$ cat config.mk
export PLATFORM = sky130hd
export DESIGN_NAME = vram_scan_arbiter_flat
export DESIGN_NICKNAME = d
export VERILOG_FILES = /design/src/rtl/vram_scan_arbiter_if.sv /design/src/rtl/vram_scan_arbiter.sv /design/src/flat_wrapper.sv
export SDC_FILE = /design/constraint.sdc
export NUM_CORES = 1
export LEC_CHECK = 0
export ABC_AREA = 1
export BUFFER_PORTS_ARGS = -buffer_cell sky130_fd_sc_hd__buf_2
export CORE_MARGIN = 10
export CORE_UTILIZATION = 40
export DETAILED_ROUTE_END_ITERATION = 12
export PLACE_DENSITY_LB_ADDON = 0.15
export SYNTH_ARGS = -nofsm -noshare
export SYNTH_HDL_FRONTEND = slang
export SYNTH_SLANG_ARGS = --single-unit
$ cat constraint.sdc
create_clock -name pclk -period 2.35 [get_ports pclk]
set_input_delay 0.47 -clock pclk [delete_from_list [all_inputs] [get_ports pclk]]
set_output_delay 0.47 -clock pclk [all_outputs]
set_load 0.1 [all_outputs]
$ cat src/rtl/vram_scan_arbiter_if.sv
// rtl/vram_scan_arbiter_if.sv - writer request/acknowledge bus into the VRAM scan arbiter
//
// Signals:
//   wr_req   writer request, held with wr_addr/wr_data until wr_ack
//   wr_addr  cell address, row*COLS+col
//   wr_data  character code
//   wr_ack   1-cycle pulse when the request has been taken into the write buffer
// Modports: master = game-logic writer, slave = arbiter.

interface vram_scan_arbiter_if #(
    parameter int ADDR_W = 12,
    parameter int DATA_W = 8
);
    logic              wr_req;
    logic [ADDR_W-1:0] wr_addr;
    logic [DATA_W-1:0] wr_data;
    logic              wr_ack;

    modport master (
        output wr_req,
        output wr_addr,
        output wr_data,
        input  wr_ack
    );

    modport slave (
        input  wr_req,
        input  wr_addr,
        input  wr_data,
        output wr_ack
    );
endinterface

$ cat src/rtl/vram_scan_arbiter.sv
// rtl/vram_scan_arbiter.sv - single-port character VRAM shared by VGA scan-out and a game-logic writer
//
// Display fetch always wins the RAM port; writes pass through a 1-entry buffer drained into
// free cycles. Optional clear-screen sweep compiled in with `define VRAM_CLEAR_EN.
//
// Ports:
//   pclk, reset_n           pixel clock, asynchronous active-low reset
//   h_addr, v_addr, valid   active-area pixel position and flag from VGA timing
//   wr (slave modport)      wr_req/wr_addr/wr_data in, wr_ack out
//   clr_req                 start clear sweep (pulse)
//   clr_busy, clr_done      clear pending/in progress, pulse after last clear write
//   ram_addr/ram_we/ram_wdata/ram_rdata   synchronous VRAM port (read data one cycle later)
//   char_code, cell_px, cell_py, char_valid   glyph-stage outputs, 2 cycles behind h/v/valid

module vram_scan_arbiter #(
    parameter int              COLS     = 80,
    parameter int              ROWS     = 30,
    parameter int              ADDR_W   = 12,
    parameter int              DATA_W   = 8,
    parameter logic [DATA_W-1:0] CLR_CHAR = 8'h20
) (
    input  logic                pclk,
    input  logic                reset_n,
    input  logic [9:0]          h_addr,
    input  logic [9:0]          v_addr,
    input  logic                valid,
    vram_scan_arbiter_if.slave  wr,
    input  logic                clr_req,
    output logic                clr_busy,
    output logic                clr_done,
    output logic [ADDR_W-1:0]   ram_addr,
    output logic                ram_we,
    output logic [DATA_W-1:0]   ram_wdata,
    input  logic [DATA_W-1:0]   ram_rdata,
    output logic [DATA_W-1:0]   char_code,
    output logic [2:0]          cell_px,
    output logic [3:0]          cell_py,
    output logic                char_valid
);

    // One extra bit so the bound still works when COLS*ROWS == 2**ADDR_W.
    localparam logic [ADDR_W:0] CELLS = (ADDR_W+1)'(COLS*ROWS);

    typedef enum logic [1:0] {
        IDLE     = 2'd0,
        CLR_WAIT = 2'd1,
        CLEAR    = 2'd2
    } state_t;

    state_t              state;

    logic                disp_slot;
    logic [ADDR_W-1:0]   disp_addr;

    logic                buf_valid;
    logic [ADDR_W-1:0]   buf_addr;
    logic [DATA_W-1:0]   buf_data;
    logic                ack_q;
    logic                drain;
    logic                capture;

    logic                clr_wr;
    logic [ADDR_W-1:0]   clr_cnt;

    logic                slot_d1;
    logic [2:0]          px_d1;
    logic [3:0]          py_d1;
    logic                vld_d1;

    logic                unused_bits;

    assign unused_bits = v_addr[9];

    // Scan-out fetch: first pixel of every cell in the active area.
    assign disp_slot = valid && (h_addr[2:0] == 3'd0);
    assign disp_addr = ADDR_W'(v_addr[8:4]) * ADDR_W'(COLS) + ADDR_W'(h_addr[9:3]);

    assign drain = buf_valid && !disp_slot;

    // ack_q blocks a second capture while the writer still holds the acked request.
    // A buffer draining this cycle may be refilled in the same cycle.
    assign capture = wr.wr_req && !ack_q && (state == IDLE) && (!buf_valid || drain);

    assign wr.wr_ack = ack_q;

    // RAM port: display > buffer drain > clear write.
    always_comb begin
        ram_addr  = disp_addr;
        ram_we    = 1'b0;
        ram_wdata = '0;
        if (disp_slot) begin
            ram_addr = disp_addr;
        end else if (buf_valid) begin
            ram_addr  = buf_addr;
            ram_we    = 1'b1;
            ram_wdata = buf_data;
        end else if (clr_wr) begin
            ram_addr  = clr_cnt;
            ram_we    = 1'b1;
            ram_wdata = CLR_CHAR;
        end
    end

    // Write buffer. Out-of-range addresses are acknowledged but never marked valid.
    always_ff @(posedge pclk or negedge reset_n) begin
        if (!reset_n) begin
            buf_valid <= 1'b0;
            buf_addr  <= '0;
            buf_data  <= '0;
            ack_q     <= 1'b0;
        end else begin
            ack_q <= capture;
            if (capture) begin
                buf_valid <= ({1'b0, wr.wr_addr} < CELLS);
                buf_addr  <= wr.wr_addr;
                buf_data  <= wr.wr_data;
            end else if (drain) begin
                buf_valid <= 1'b0;
            end
        end
    end

    // Scan pipeline: stage 1 is the RAM read cycle, stage 2 presents the character.
    always_ff @(posedge pclk or negedge reset_n) begin
        if (!reset_n) begin
            slot_d1    <= 1'b0;
            px_d1      <= '0;
            py_d1      <= '0;
            vld_d1     <= 1'b0;
            cell_px    <= '0;
            cell_py    <= '0;
            char_valid <= 1'b0;
            char_code  <= '0;
        end else begin
            slot_d1    <= disp_slot;
            px_d1      <= h_addr[2:0];
            py_d1      <= v_addr[3:0];
            vld_d1     <= valid;
            cell_px    <= px_d1;
            cell_py    <= py_d1;
            char_valid <= vld_d1;
            if (slot_d1) begin
                char_code <= ram_rdata;
            end
        end
    end

`ifdef VRAM_CLEAR_EN
    localparam logic [ADDR_W-1:0] LAST_CELL = ADDR_W'(COLS*ROWS - 1);

    state_t state_nxt;
    logic   clr_done_q;

    // The buffer is always empty in CLEAR (no captures outside IDLE); the term keeps the
    // priority explicit.
    assign clr_wr   = (state == CLEAR) && !disp_slot && !buf_valid;
    assign clr_busy = (state != IDLE);
    assign clr_done = clr_done_q;

    always_ff @(posedge pclk or negedge reset_n) begin
        if (!reset_n) begin
            state      <= IDLE;
            clr_cnt    <= '0;
            clr_done_q <= 1'b0;
        end else begin
            state      <= state_nxt;
            clr_done_q <= clr_wr && (clr_cnt == LAST_CELL);
            if (state != CLEAR) begin
                clr_cnt <= '0;
            end else if (clr_wr) begin
                clr_cnt <= clr_cnt + 1'b1;
            end
        end
    end

    always_comb begin
        state_nxt = state;
        case (state)
            IDLE:     if (clr_req)    state_nxt = CLR_WAIT;
            CLR_WAIT: if (!buf_valid) state_nxt = CLEAR;
            CLEAR:    if (clr_wr && (clr_cnt == LAST_CELL)) state_nxt = IDLE;
            default:  state_nxt = IDLE;
        endcase
    end
`else
    logic unused_clr;

    assign state      = IDLE;
    assign clr_wr     = 1'b0;
    assign clr_cnt    = '0;
    assign clr_busy   = 1'b0;
    assign clr_done   = 1'b0;
    assign unused_clr = clr_req;
`endif

endmodule

$ cat src/flat_wrapper.sv
// flat-port wrapper written by rule: the top's interface ports become plain ports
module vram_scan_arbiter_flat 
#(
    parameter int              COLS     = 80,
    parameter int              ROWS     = 30,
    parameter int              ADDR_W   = 12,
    parameter int              DATA_W   = 8,
    parameter logic [DATA_W-1:0] CLR_CHAR = 8'h20
)
  (pclk, reset_n, h_addr, v_addr, valid, clr_req, clr_busy, clr_done, ram_addr, ram_we, ram_wdata, ram_rdata, char_code, cell_px, cell_py, char_valid, wr_wr_req, wr_wr_addr, wr_wr_data, wr_wr_ack);
  vram_scan_arbiter_if #(.ADDR_W(ADDR_W), .DATA_W(DATA_W)) wr_i ();
  input  logic pclk;
  input  logic reset_n;
  input  logic [9:0] h_addr;
  input  logic [9:0] v_addr;
  input  logic valid;
  input  logic clr_req;
  output logic clr_busy;
  output logic clr_done;
  output logic [ADDR_W-1:0] ram_addr;
  output logic ram_we;
  output logic [DATA_W-1:0] ram_wdata;
  input  logic [DATA_W-1:0] ram_rdata;
  output logic [DATA_W-1:0] char_code;
  output logic [2:0] cell_px;
  output logic [3:0] cell_py;
  output logic char_valid;
  input wire logic [$bits(wr_i.wr_req)-1:0] wr_wr_req;
  input wire logic [$bits(wr_i.wr_addr)-1:0] wr_wr_addr;
  input wire logic [$bits(wr_i.wr_data)-1:0] wr_wr_data;
  output wire logic [$bits(wr_i.wr_ack)-1:0] wr_wr_ack;
  assign wr_i.wr_req = wr_wr_req;
  assign wr_i.wr_addr = wr_wr_addr;
  assign wr_i.wr_data = wr_wr_data;
  assign wr_wr_ack = wr_i.wr_ack;
  vram_scan_arbiter #(.COLS(COLS), .ROWS(ROWS), .ADDR_W(ADDR_W), .DATA_W(DATA_W), .CLR_CHAR(CLR_CHAR)) u_core (.pclk(pclk), .reset_n(reset_n), .h_addr(h_addr), .v_addr(v_addr), .valid(valid), .wr(wr_i), .clr_req(clr_req), .clr_busy(clr_busy), .clr_done(clr_done), .ram_addr(ram_addr), .ram_we(ram_we), .ram_wdata(ram_wdata), .ram_rdata(ram_rdata), .char_code(char_code), .cell_px(cell_px), .cell_py(cell_py), .char_valid(char_valid));
endmodule
Yosys cells after proc, flatten, opt, wreduce, memory -nomap -nowiden
Index checks and enable logic that the tools add are counted.

storage, ports and cells
  bits in registers = 47
  bits of input ports = 53
  output and inout bits = 40
  word-level logic and storage cells = 33

cells by class
  add/sub/neg operators = 1
  multipliers = 1
  magnitude comparators = 1
  multiplexer cells = 8
  reduce and logical (&&, ||, !) cells = 10

operators by type and width
  cell                  number
  $mux 12               2
  $mux 8                2
  $add 12x7->12         1
  $lt 12x12->1 const B  1
  $mul 5x3->8 const B   1
  $logic_and 1x1->1     4
  $mux 1                4
  $logic_not 1->1       3
  $logic_not 3->1       1
  $reduce_bool 2->1     1
  $logic_or 1x1->1      1

Depth between registers and ports, before layout
  depth in word-level cells = 7
  mapped depth = 12
  mapped depth without buffers = 12

Least setup slack after synthesis
OpenSTA, ideal clock, no wires.

  kind = input -> output
  start point = input port v_addr[5]
  end point = output port ram_addr[9]
  data arrival time = 3906 ps
  data required time = 1880 ps
  slack = -2026 ps
  stages = 8
  cells stage by stage = ha_1 ha_1 fa_1 nand2_1 inv_1 nand2_1 xor2_1 o21ai_0

on the way
  word-level cells in the longest chain between the ends = 4

ends and longest elaborated chain
  what               line                     text
  start, declared    flat_wrapper.sv:15       input logic [9:0] v_addr;
  $mul 5x3->8 (*)    vram_scan_arbiter.sv:76  assign disp_addr = ADDR_W'(v_addr[8:4]) * ADDR_W'(COLS) + ADDR_W'(h_addr[9:3]);
  $add 12x7->12 (*)  vram_scan_arbiter.sv:76
  $mux 12            vram_scan_arbiter.sv:93  end else if (buf_valid) begin
  $mux 12 (*)        vram_scan_arbiter.sv:91  if (disp_slot) begin
  end, declared      flat_wrapper.sv:20       output logic [ADDR_W-1:0] ram_addr;

Mark *: on every way between the ends. The rest lies on a longest branch, timed or not.

Worst setup path after layout
  start point = input port v_addr[7]
  end point = output port ram_addr[10]

Same word-level chain as after synthesis.

==> summary.md <==
| Metric | Value |
|---|---|
| Root buffer cell | `clkbuf_8` |
| Die Area | `8800 µm²` |
| Final Net Count | `408` |
| RePlAce Congestion | `0.743` |
| Final min period | `2.70 ns` |
| HPWL after detailed placement | `4530 µm` |
| Clock Pin Slew Worst Setup and Hold Paths | `0.09 ns` |
| Synth Area in XOR/XNOR | `0.0121` |
| Layout area overhead | `54.9%` |
| Hold Vio Cnt, Final | `0` |
| Iteration count of the initial detailed-routing pass | `4` |
| Outcome | `complete, but fails checks` |
| VDD IR-drop max | `0.556 mV` |
| GRT Overall Usage | `0.137` |
| RSZ-0062 raised after global routing | `yes` |
| # IOs | `93` |
| Hold buffer count at cts | `0` |
| Power Total | `2.87 mW` |
| Fmax | `371 MHz` |
| Initial antenna violation count | `0` |
| Clock Latency Late Sink | `0.29 ns` |
| DRC | `0` |
| Largest net degree at the start of global routing | `33` |
| PortBufs | `88` |
| DIE HEIGHT | `93.8 µm` |
| Rel. slew slack | `0.539` |
| Mux share of post-synthesis cell area | `0.0414` |
| Crit. End Element | `output port` |
| CP arrival | `2.23 ns` |
| Adder-cell area share of the yosys netlist | `0.0701` |
| Commonest cells in the synthesized netlist | `105 x nand2_1, 47 x dfrtp_1, 13 x nor2_1` |
| Final TNS setup | `-1.33 ns` |
| Failing checks | `negative setup slack` |
| Core area | `5200 µm²` |
| Period utilization | `1.15` |
| Req. time, crit path | `1.88 ns` |
| Final Cell Area | `3370 µm²` |
| Grt ovf | `0` |
| Slew at the pin with the worst max-slew slack | `0.692 ns` |
| Synth Flop Type | `dfrtp_1` |
| Share of cells above drive strength 1 | `0.513` |
| Post-synthesis cell type count | `22` |
| Die W | `93.8 µm` |
| CTS tree | `done` |
| Critical path, cell by cell | `buf_8, ha_4, ha_4, fa_2, nand2_2, inv_2, nand3_2, nand3_2, nand3_2, nand2_2, clkinvlp_4, buf_12` |
| CP dominant cell by count | `nand3_2` |
| Post-synthesis simple-gate area fraction | `0.252` |
| N_diodes | `0` |
| Worst setup margin | `-0.348 ns` |
| Clk buf depth | `2` |
| CP Class | `in2out` |
| Largest family of logic cells by synthesized area | `simple AND/OR/NAND/NOR gates` |
| Flops & latches, synth | `47` |
| Routed Antenna Nets | `0` |
| Top cell type's share of synthesized area | `0.540` |
| Most common cell in the netlist | `nand2_1` |
| Place WS | `-0.477 ns` |
| Row cnt | `26` |
| Startpoint types | `input pin` |
| Worst Skew | `0.00421 ns` |
| First-pass GRT wire length | `9770 µm` |
| Final setup violation count | `5` |
| Routed WL | `5870 µm` |
| Via/cell ratio | `4.61` |
| Synth Area in Compound Gates | `0.0276` |
| Cells after synthesis | `240` |
| Syn. warnings | `0` |
| Number of synthesized flops with an enable pin | `0` |
| PwrDens | `851 nW/µm²` |
| Clock tree sinks | `47` |
| DR iter-0 viols | `50` |
| Dpl cell area | `3080 µm²` |
| H-tree levels | `2` |
| CP peak stage delay | `0.56 ns` |
| Vias in the first global route | `2014` |
| Post-synth ARST share | `1.00` |
| Post-Syn Area | `2180 µm²` |
| CP Max Fanout | `2` |
| Max-cap violations | `0` |
| Top cell type by total area after synthesis | `dfrtp_1` |
| Avg Cell Area, Syn | `9.08 µm²` |
| Min-delay worst type | `in2async` |
| CP max stage cell | `fa_2` |
| Initial core utilization | `0.419` |
| Area contributors post-synth | `dfrtp_1 54%, nand2_1 18%, ha_1 5.2%` |
| Pleak | `1.76 nW` |
| Slew Limit Fails | `0` |
| Wire per inst | `14.1 µm` |
| Sequential fraction of the synthesis area | `0.540` |
| Num CTS Buffers | `5` |
| Vias | `1915` |
-- final cells by class --
class | instances | area (µm²)
Fill cell | 456 | 1830
Clock buffer | 5 | 68.8
Sequential cell | 47 | 1180
Multi-Input combinational cell | 171 | 1140
Timing Repair Buffer | 105 | 796
Clock inverter | 3 | 43.8
Inverter | 14 | 65.1
Tap cell | 70 | 87.6
-- what timing repair did --
action	4_1_cts	5_1_grt
pin swaps	16	14
cloned	0	0
setup buffers	3	1
setup endpoints to repair	6	6
gates resized for setup	22	15
endpoints found under the hold margin	0	0
-- worst paths after layout --
| path | startpoint | endpoint | slack, ns | depth (start not counted) |
|---|---|---|---|---|
| max | v_addr[7] | ram_addr[10] | -0.35 | 12 |
| min | reset_n | u_core.py_d1[1]$_DFF_PN0_ | 0.21 | 1 |
| max reg2reg | u_core.wr.wr_ack$_DFF_PN0_ | u_core.buf_addr[10]$_DFFE_PN0P_ | 1.09 | 5 |
| min reg2reg | u_core.px_d1[2]$_DFF_PN0_ | u_core.cell_px[2]$_DFF_PN0_ | 0.36 | 0 |
| max in group asynchronous | reset_n | u_core.buf_addr[0]$_DFFE_PN0P_ | 1.55 | 2 |
| min in group pclk | v_addr[3] | u_core.py_d1[3]$_DFF_PN0_ | 0.27 | 1 |
-- critical path, delay by kind of cell --
family                     cells  cell delay [ns]
adders and majority gates      3             0.95
buffers and inverters          4             0.42
and+or+nand+nor                5             0.38
-- through the flow --
step / util / instances / hold WS (ns)
2_1_floorplan: - / 241 / 0.174
3_3_place_gp: 0.592 / 405 / 0.332
3_5_place_dp: 0.592 / 405 / 0.341
4_1_cts: 0.637 / 415 / 0.225
5_1_grt: 0.648 / 415 / 0.250
6_report: 0.648 / 415 / 0.211
-- cells by family (layout without fill, tap and decap cells) --
logic type | Yosys count | after routing
AND/OR/NAND/NOR | 135 | 135
flip-flops | 47 | 47
buffers and inverters | 23 | 127
AO/OA/AOI/OAI | 12 | 12
adder cells (fa/ha/maj) | 11 | 11
multiplexers | 8 | 8
XOR/XNOR | 3 | 3
other | 1 | 2
-- registers in the layout (all words and copies together), names as in the netlist, 3 cells and up --
| register | flops |
|---|---|
| u_core.buf_addr | 12 |
| u_core.buf_data | 8 |
| u_core.char_code | 8 |
| u_core.cell_py | 4 |
| u_core.py_d1 | 4 |
| u_core.cell_px | 3 |
| u_core.px_d1 | 3 |
-- report_power, final --
part / total, mW / internal (mW) / switching (mW)
Clock: 0.581 / 0.317 / 0.264
Sequential: 0.945 / 0.902 / 0.0430
Combinational: 1.35 / 0.402 / 0.944
Total: 2.87 / 1.62 / 1.25
-- routing by layer --
metal	routed length (µm)	global-route usage	share of wire
met5	0	0	0
met4	17	0.0228	0.0029
met3	471	0.0536	0.080
met2	2950	0.234	0.50
met1	2430	0.160	0.41
-- cell usage in the layout (no fill, tap or decap), drive strengths merged --
cell      synthesis  routed
clkbuf            1       5
nor3              1       1
conb              1       2
or2               2       2
bufinv            0       1
mux2              8       8
clkinvlp          0       2
xor2              2       2
xnor2             1       1
fa                2       2
inv              14      12
buf               8     105
o21ai             9       9
a21oi             3       3
ha                9       9
nor2             13      13
clkinv            0       2
nand3            11      11
dfrtp            47      47
nand2           108     108
No activity file was read; power rests on OpenSTA's default activity.
